<file path="src/rtl/ucsbece154b_branch_resolve_pkg.sv">
// Shared opcodes, resolve-FSM states and helpers for the branch-resolve slice.
// RISC-V control-flow opcodes as seen in the E stage.
package ucsbece154b_branch_resolve_pkg;

  localparam logic [6:0] instr_branch_op = 7'b1100011;
  localparam logic [6:0] instr_jal_op    = 7'b1101111;
  localparam logic [6:0] instr_jalr_op   = 7'b1100111;

  typedef enum logic {
    RUN     = 1'b0,
    RECOVER = 1'b1
  } resolve_state_t;

  function automatic logic [31:0] sat_inc(input logic [31:0] v);
    return (v == 32'hFFFF_FFFF) ? v : v + 32'd1;
  endfunction

endpackage

</file>
<file path="src/rtl/ucsbece154b_pred_pipe_reg.sv">
// One pipeline stage of fetch-time prediction metadata.
// Flush wins over stall; a flushed stage holds a bubble with cleared payload.
module ucsbece154b_pred_pipe_reg #(
  parameter int W = 39
) (
  input  logic         clk,
  input  logic         reset,
  input  logic         stall,
  input  logic         flush,
  input  logic         valid_d,
  input  logic [W-1:0] d,
  output logic         valid_q,
  output logic [W-1:0] q
);

  always_ff @(posedge clk) begin
    if (reset || flush) begin
      valid_q <= 1'b0;
      q       <= '0;
    end else if (!stall) begin
      valid_q <= valid_d;
      q       <= d;
    end
  end

endmodule

</file>
<file path="src/rtl/ucsbece154b_branch_resolve.sv">
// Execute-stage branch resolution: compares carried predictions with real outcomes
// and drives predictor updates, misprediction redirect and statistics counters.
//
// state   | meaning
// RUN     | normal resolution of control flow in E
// RECOVER | one cycle after a mispredict; E is the squashed slot, no updates
module ucsbece154b_branch_resolve
  import ucsbece154b_branch_resolve_pkg::*;
#(
  parameter int NUM_BTB_ENTRIES = 32,
  parameter int NUM_GHR_BITS    = 5,
  localparam int BI             = $clog2(NUM_BTB_ENTRIES)
) (
  input  logic                    clk,
  input  logic                    reset_i,
  input  logic                    StallF_i,
  input  logic                    StallD_i,
  input  logic                    FlushD_i,
  input  logic                    FlushE_i,
  input  logic                    BranchTakenF_i,
  input  logic [31:0]             BTBtargetF_i,
  input  logic                    BTBhitF_i,
  input  logic [NUM_GHR_BITS-1:0] PHTreadaddressF_i,
  input  logic [6:0]              opE_i,
  input  logic [31:0]             PCE_i,
  input  logic [31:0]             PCTargetE_i,
  input  logic                    CondTakenE_i,
  output logic                    PHTwe_o,
  output logic                    PHTincrement_o,
  output logic [NUM_GHR_BITS-1:0] PHTwriteaddress_o,
  output logic                    BTB_we_o,
  output logic [BI-1:0]           BTBwriteaddress_o,
  output logic [31:0]             BTBwritedata_o,
  output logic                    GHRreset_o,
  output logic                    MispredictE_o,
  output logic [31:0]             PCRedirectE_o,
  output logic [31:0]             BranchCount_o,
  output logic [31:0]             MispredictCount_o
);

  localparam int W = 1 + 32 + 1 + NUM_GHR_BITS;

  logic                    valid_d, valid_e;
  logic [W-1:0]            meta_f, meta_d, meta_e;
  logic                    pred_taken_e, btb_hit_e;
  logic [31:0]             pred_target_e;
  logic [NUM_GHR_BITS-1:0] pht_addr_e;
  resolve_state_t          state;
  logic                    is_b, is_j, cf, actual, tgt_diff, mispredict;
  logic                    unused_stall_f;

  // The fetch-side hold is applied by the PC register; D's enable is StallD.
  assign unused_stall_f = StallF_i;

  assign meta_f = {BranchTakenF_i, BTBtargetF_i, BTBhitF_i, PHTreadaddressF_i};

  ucsbece154b_pred_pipe_reg #(.W(W)) u_pipe_d (
    .clk     (clk),
    .reset   (reset_i),
    .stall   (StallD_i),
    .flush   (FlushD_i),
    .valid_d (1'b1),
    .d       (meta_f),
    .valid_q (valid_d),
    .q       (meta_d)
  );

  ucsbece154b_pred_pipe_reg #(.W(W)) u_pipe_e (
    .clk     (clk),
    .reset   (reset_i),
    .stall   (1'b0),
    .flush   (FlushE_i),
    .valid_d (valid_d),
    .d       (meta_d),
    .valid_q (valid_e),
    .q       (meta_e)
  );

  assign {pred_taken_e, pred_target_e, btb_hit_e, pht_addr_e} = meta_e;

  // Reset gates cf so a stale E slot cannot update the predictor in the reset cycle.
  assign is_b       = (opE_i == instr_branch_op);
  assign is_j       = (opE_i == instr_jal_op) || (opE_i == instr_jalr_op);
  assign cf         = valid_e && (state == RUN) && (is_b || is_j) && !reset_i;
  assign actual     = is_j || (is_b && CondTakenE_i);
  assign tgt_diff   = (pred_target_e != PCTargetE_i);
  assign mispredict = cf && ((actual != pred_taken_e) || (actual && tgt_diff));

  assign MispredictE_o     = mispredict;
  assign GHRreset_o        = mispredict;
  assign PCRedirectE_o     = !cf ? 32'd0 : (actual ? PCTargetE_i : PCE_i + 32'd4);
  assign PHTwe_o           = cf && is_b;
  assign PHTincrement_o    = CondTakenE_i;
  assign PHTwriteaddress_o = pht_addr_e;
  assign BTB_we_o          = cf && actual && (!btb_hit_e || tgt_diff);
  assign BTBwriteaddress_o = PCE_i[BI+1:2];
  assign BTBwritedata_o    = PCTargetE_i;

  always_ff @(posedge clk) begin
    if (reset_i) begin
      state             <= RUN;
      BranchCount_o     <= 32'd0;
      MispredictCount_o <= 32'd0;
    end else begin
      case (state)
        RUN:     if (mispredict) state <= RECOVER;
        RECOVER: state <= RUN;
        default: state <= RUN;
      endcase
      if (cf)         BranchCount_o     <= sat_inc(BranchCount_o);
      if (mispredict) MispredictCount_o <= sat_inc(MispredictCount_o);
    end
  end

endmodule

</file>
<file path="config.mk">
export PLATFORM = sky130hd
export DESIGN_NAME = ucsbece154b_branch_resolve
export DESIGN_NICKNAME = d
export VERILOG_FILES = /design/src/rtl/ucsbece154b_branch_resolve_pkg.sv /design/src/rtl/ucsbece154b_pred_pipe_reg.sv /design/src/rtl/ucsbece154b_branch_resolve.sv
export SDC_FILE = /design/constraint.sdc
export NUM_CORES = 1
export LEC_CHECK = 0
export CAP_MARGIN = 10
export CORE_MARGIN = 2
export CORE_UTILIZATION = 40
export CTS_CLUSTER_DIAMETER = 100
export DETAILED_ROUTE_END_ITERATION = 8
export PLACE_DENSITY = 0.76
export SYNTH_ARGS = -nofsm -noshare
export SYNTH_HDL_FRONTEND = slang
export SYNTH_SLANG_ARGS = --single-unit
</file>
<file path="constraint.sdc">
create_clock -name clk -period 3.1 [get_ports clk]
set_input_delay 0.31 -clock clk [delete_from_list [all_inputs] [get_ports clk]]
set_output_delay 0.31 -clock clk [all_outputs]
set_load 0.01 [all_outputs]
</file>
; Word level (Yosys, flattened, before mapping)
; Index checks and enable logic that the tools add are counted.
[totals]
reg_bits = 145
in_bits = 117
[classes]
addsub = 3
n_eq_ne = 7
mux = 4
bitwise = 3
reduce_logical = 20
[ops]
columns = op, n
row1 = "32-bit by 1-bit adder with 32-bit output, second input constant", 2
row2 = "32-bit == test, second input constant", 2
row3 = 32-bit 2-to-1 mux, 2
row4 = "32-bit by 3-bit adder with 32-bit output, second input constant", 1
row5 = 32-bit != test, 1
row6 = "7-bit == test, second input constant", 3
row7 = 1-bit logical AND, 9
row8 = 1-bit logical OR, 7
row9 = 2-bit AND reduction, 2
row10 = 1-bit inverter, 3
row11 = 1-bit logical NOT, 2
row12 = 1-bit one-hot mux with 2 select lines, 1
row13 = 1-bit 2-to-1 mux, 1
row14 = 1-bit != test, 1

; Logic depth before layout (Yosys ltp)
[depth]
word_depth = 8
depth_mapped = 9

; Hierarchy
; Synthesis repeated with hierarchy kept, for this count alone.
[hier_totals]
hier_cells = 926
area_unflattened_um2 = 7868.8
[by_module_without_submodules]
columns = mod, instances, cells_each, area_per_inst_um2, seq_area_each_um2
row1 = ucsbece154b_branch_resolve, 1, 664, 4983.5, 1301.2
row2 = ucsbece154b_pred_pipe_reg, 2, 131, 1442.6, 800.8

; Worst setup path before layout
; Ideal clock, no wire load.
[synth_path]
kind = input port to output port
start = input port PCTargetE_i[10]
end = output port MispredictE_o
arrival_ps = 2059
required_ps = 2790
slack_ps = 731
path_stages = 8
cell_sequence = xnor2_1 -> nand4_1 -> nor4_1 -> and3_1 -> clkbuf_1 -> clkbuf_1 -> nor2_1 -> buf_4
[synth_between]
elab_chain_cells = 4
[synth_rtl]
columns = item, line_no
row1 = from (decl), ucsbece154b_branch_resolve.sv:26  ; input logic [31:0] PCTargetE_i,
row2 = 32-bit != test, ucsbece154b_branch_resolve.sv:86  ; assign tgt_diff = (pred_target_e != PCTargetE_i);
row3 = 1-bit logical AND, ucsbece154b_branch_resolve.sv:87  ; assign mispredict = cf && ((actual != pred_taken_e) || (actual && tgt_diff));
row4 = 1-bit logical OR, ucsbece154b_branch_resolve.sv:87
row5 = 1-bit logical AND, ucsbece154b_branch_resolve.sv:87
row6 = to (decl), ucsbece154b_branch_resolve.sv:35  ; output logic MispredictE_o,
; No other way between the ends.

; Final worst setup path
[layout_path]
start = input port opE_i[4]
end = output port PCRedirectE_o[15]
[layout_between]
elab_chain_cells = 6
elab_cells_between_ends = 11
[layout_rtl]
columns = item, line_no
row1 = from (decl), ucsbece154b_branch_resolve.sv:24  ; input logic [6:0] opE_i,
row2 = 7-bit == test, ucsbece154b_branch_resolve.sv:83  ; assign is_j = (opE_i == instr_jal_op) || (opE_i == instr_jalr_op);
row3 = 1-bit logical OR, ucsbece154b_branch_resolve.sv:83
row4 = 1-bit logical OR, ucsbece154b_branch_resolve.sv:84  ; assign cf = valid_e && (state == RUN) && (is_b || is_j) && !reset_i;
row5 = 1-bit logical AND (2 in series), ucsbece154b_branch_resolve.sv:84
row6 = 32-bit 2-to-1 mux (*), ucsbece154b_branch_resolve.sv:91  ; assign PCRedirectE_o = !cf ? 32'd0 : (actual ? PCTargetE_i : PCE_i + 32'd4);
row7 = to (decl), ucsbece154b_branch_resolve.sv:36  ; output logic [31:0] PCRedirectE_o,
; Mark *: on every way between the ends. The rest lies on a longest branch, timed or not.

==> results.json <==
{
  "status": "finished, violations left",
  "violations": "DRC",
  "path_cells": "clkdlybuf4s50_1 > and4b_1 > and2_1 > a21oi_2 > buf_12 > nor2_1 > a211oi_1 > clkdlybuf4s50_1",
  "synth_ff_type": "dfxtp_1",
  "clk_pin_slew_ps": 70,
  "cp_num_buf_inv": 3,
  "synth_top_area_share_pct": 38.9,
  "cts_inserted_buffers": 17,
  "fin_crit_sh_pct": 96.8,
  "p_leak_nw": 3.81,
  "vias": 7227,
  "synth_edf_count": 0,
  "cp_slowest_cell": "clkdlybuf4s50_1",
  "fp.dieW_um": 141,
  "met2_usage_pct": 38.3,
  "ctsHtreeMaxLevel": 4,
  "met1_usage_pct": 30.2,
  "relSlewSlack_pct": 48.2,
  "final_common_cell": "clkdlybuf4s50_1",
  "grt_use_total_pct": 23.6,
  "end_kind": "output pin",
  "worst_slew_pin_slew_ps": 778,
  "drt_iter0_markers": 438,
  "cp_data_arrival_time_ps": 2690,
  "critical_path.top_delay_family": "buffers and inverters",
  "worstSetupStartpoint": "opE_i[4]",
  "final.setup_skew_ps": 13.1,
  "async_flop_share_pct": 0,
  "min_to": "state$_SDFF_PP0_",
  "nets": 1230,
  "yosysTopAreaCell": "dfxtp_1",
  "clk_latency_ps": 430,
  "period_minus_slack_ps": 3000,
  "drtPass1Iterations": 9,
  "cts_tree": "built",
  "r2r-start": "MispredictCount_o[2]$_SDFFE_PP0P_",
  "grt-ovfl-total": 0,
  "start_kind": "primary input",
  "r2r-end": "MispredictCount_o[4]$_SDFFE_PP0P_",
  "yosysWarnings": 0,
  "syn_nets": 1006,
  "cts_sinks": 145,
  "rrSetupSlack_ps": 470,
  "ios": 260,
  "clockBufferDepth": 2,
  "ys_seq_area_share_pct": 38.9,
  "hold_depth": 5,
  "crit_type": "primary input to output pin",
  "yosysUniqueCellTypes": 54,
  "dp_hpwl_um": 17500,
  "start_util_pct": 41.1,
  "syn2layout_area_growth_pct": 44.6,
  "fmax_ghz": 0.333,
  "worstPathRequired_ps": 2790,
  "synthCells": 886,
  "netlist_area_sq_um": 7470,
  "post_cts_buffers": 0,
  "synth_area_leaders": "dfxtp_1, xnor2_1, mux2i_1",
  "ir_worst_vdd_mv": 0.380,
  "drive_gt1_share_pct": 8.01,
  "io_buffers": 258,
  "via_per_inst": 5.34,
  "die_y_um": 141,
  "antenna_found_initial": 2,
  "grt_max_degree": 74,
  "busiest_layer": "met2",
  "tns_ps": 0,
  "hold_class": "primary input to flip-flop",
  "hold_viol_final": 0,
  "drt.antenna.violating_nets": 0,
  "drv_cap": 0,
  "p_per_area_nw_per_um2": 407,
  "core_area_sq_um": 18100,
  "grt_pass1_wl_um": 36800,
  "reg2regPathDepth": 6,
  "finalSetupViolCount": 0,
  "root_buffer": "clkbuf_16",
  "drv_slew": 0,
  "avgSynthCellArea_sq_um": 8.43,
  "dieArea_sq_um": 19800,
  "final_cell_mix": "clkdlybuf4s50_1, dfxtp_1, nor2_1, xnor2_1, a21oi_1",
  "wl_per_cell_um": 17.3,
  "synth_seq_cells": 145,
  "rows": 49,
  "path_max_fanout": 27,
  "fin_util_pct": 59.5,
  "drt_wl_total_um": 23500,
  "drc_errors": 1,
  "grt_pass1_vias": 6860,
  "max_stage_delay_ps": 610,
  "cp_common_cell": "clkdlybuf4s50_1",
  "min-delay-start": "reset_i",
  "grtUsageMet3_pct": 5.67,
  "place.gp.congestion": 0.923
}
==> registers in the layout, indices dropped and copies added, names as in the netlist <==
signal / count
BranchCount_o: 32
u_pipe_d.valid_q: 1
u_pipe_e.q: 39
MispredictCount_o: 32
u_pipe_e.valid_q: 1
state: 1
u_pipe_d.q: 39
==> cells by family (layout without fill, tap and decap cells) <==
group | count (synthesis) | count (layout) | synth area share (%)
other | 0 | 2 | 0
buffers and inverters | 108 | 345 | 7.77
adder cells (fa/ha/maj) | 3 | 3 | 0.503
AND/OR/NAND/NOR | 364 | 364 | 26.0
AO/OA/AOI/OAI | 142 | 142 | 11.4
flip-flops | 145 | 145 | 38.9
XOR/XNOR | 78 | 78 | 9.15
multiplexers | 46 | 46 | 6.27
==> timing repair <==
action                     CTS  global route
resized for setup            2            13
hold buffers                 0             0
pin swaps                    0             2
setup endpoints to repair    3            16
==> synthesized netlist by cell type, drive strengths merged, types with 7 or more instances <==
cell and count:
nor3 30, nor2 94, or3 19, and2 43, inv 20, dfxtp 145, o31ai 15, o41ai 7
nor2b 9, a21oi 57, o21ai 43, mux2i 40, xnor2 62, and4 9, clkbuf 36, buf 52
nand4 29, and3 11, xor2 16, nand3 37, nand2 44, or4 17
==> per-layer routing <==
layer | up-vias | part of all wire, %
met5 | - | 0
met4 | 0 | 3.0
met3 | 51 | 6.4
met2 | 255 | 47
met1 | 3381 | 44
li1 | 3540 | -
==> where the power goes <==
| group | switching (W) | internal (W) | leakage, nW |
|---|---|---|---|
| Clock | 0.000963 | 0.00110 | 0.293 |
| Combinational | 0.000191 | 0.000250 | 2.34 |
| Sequential | 0.00000973 | 0.00189 | 1.17 |
| Total | 0.00116 | 0.00323 | 3.81 |
==> worst register-to-register path, stage by stage, from the launching register on <==
cell and delay (ps):
dfxtp_1 440, and4_1 370, nand3_1 350, o41ai_2 710
buf_4 370, or4_1 170, a21oi_1 70
==> worst max-delay path by stage <==
| stage | slack [ps] | end | cells past startpoint |
|---|---|---|---|
| 2_1_floorplan | 730 | MispredictE_o | 8 |
| 3_3_place_gp | -30 | PCRedirectE_o[20] | 9 |
| 3_5_place_dp | -20 | PCRedirectE_o[30] | 10 |
| 4_1_cts | 10 | PCRedirectE_o[28] | 11 |
| 5_1_grt | -9 | PCRedirectE_o[20] | 9 |
| 6_report | 100 | PCRedirectE_o[15] | 8 |
==> stage by stage <==
| step | cell area [sq um] | power [W] | worst slack [ps] | instances | hold WS [ps] |
|---|---|---|---|---|---|
| floorplan | 7470 | 0.00212 | 731 | 886 | 381 |
| global placement | 10100 | 0.00237 | -29.2 | 1320 | 434 |
| detailed placement | 10100 | 0.00237 | -21.7 | 1320 | 440 |
| CTS | 10700 | 0.00443 | 13.5 | 1352 | 337 |
| global route | 10800 | 0.00455 | -8.55 | 1352 | 362 |
| finish | 10800 | 0.00440 | 98.4 | 1354 | 347 |
==> cell type report <==
cell class                      instances  area, sq um
Sequential cell                       145         2900
Multi-Input combinational cell        633         4040
Clock inverter                         15          185
Fill cell                            1592         7350
Timing Repair Buffer                  293         2870
Clock buffer                           17          425
Antenna cell                            2         5.00
Tap cell                              229          287
Inverter                               20         75.1
Power figures use the tool's default switching activity.
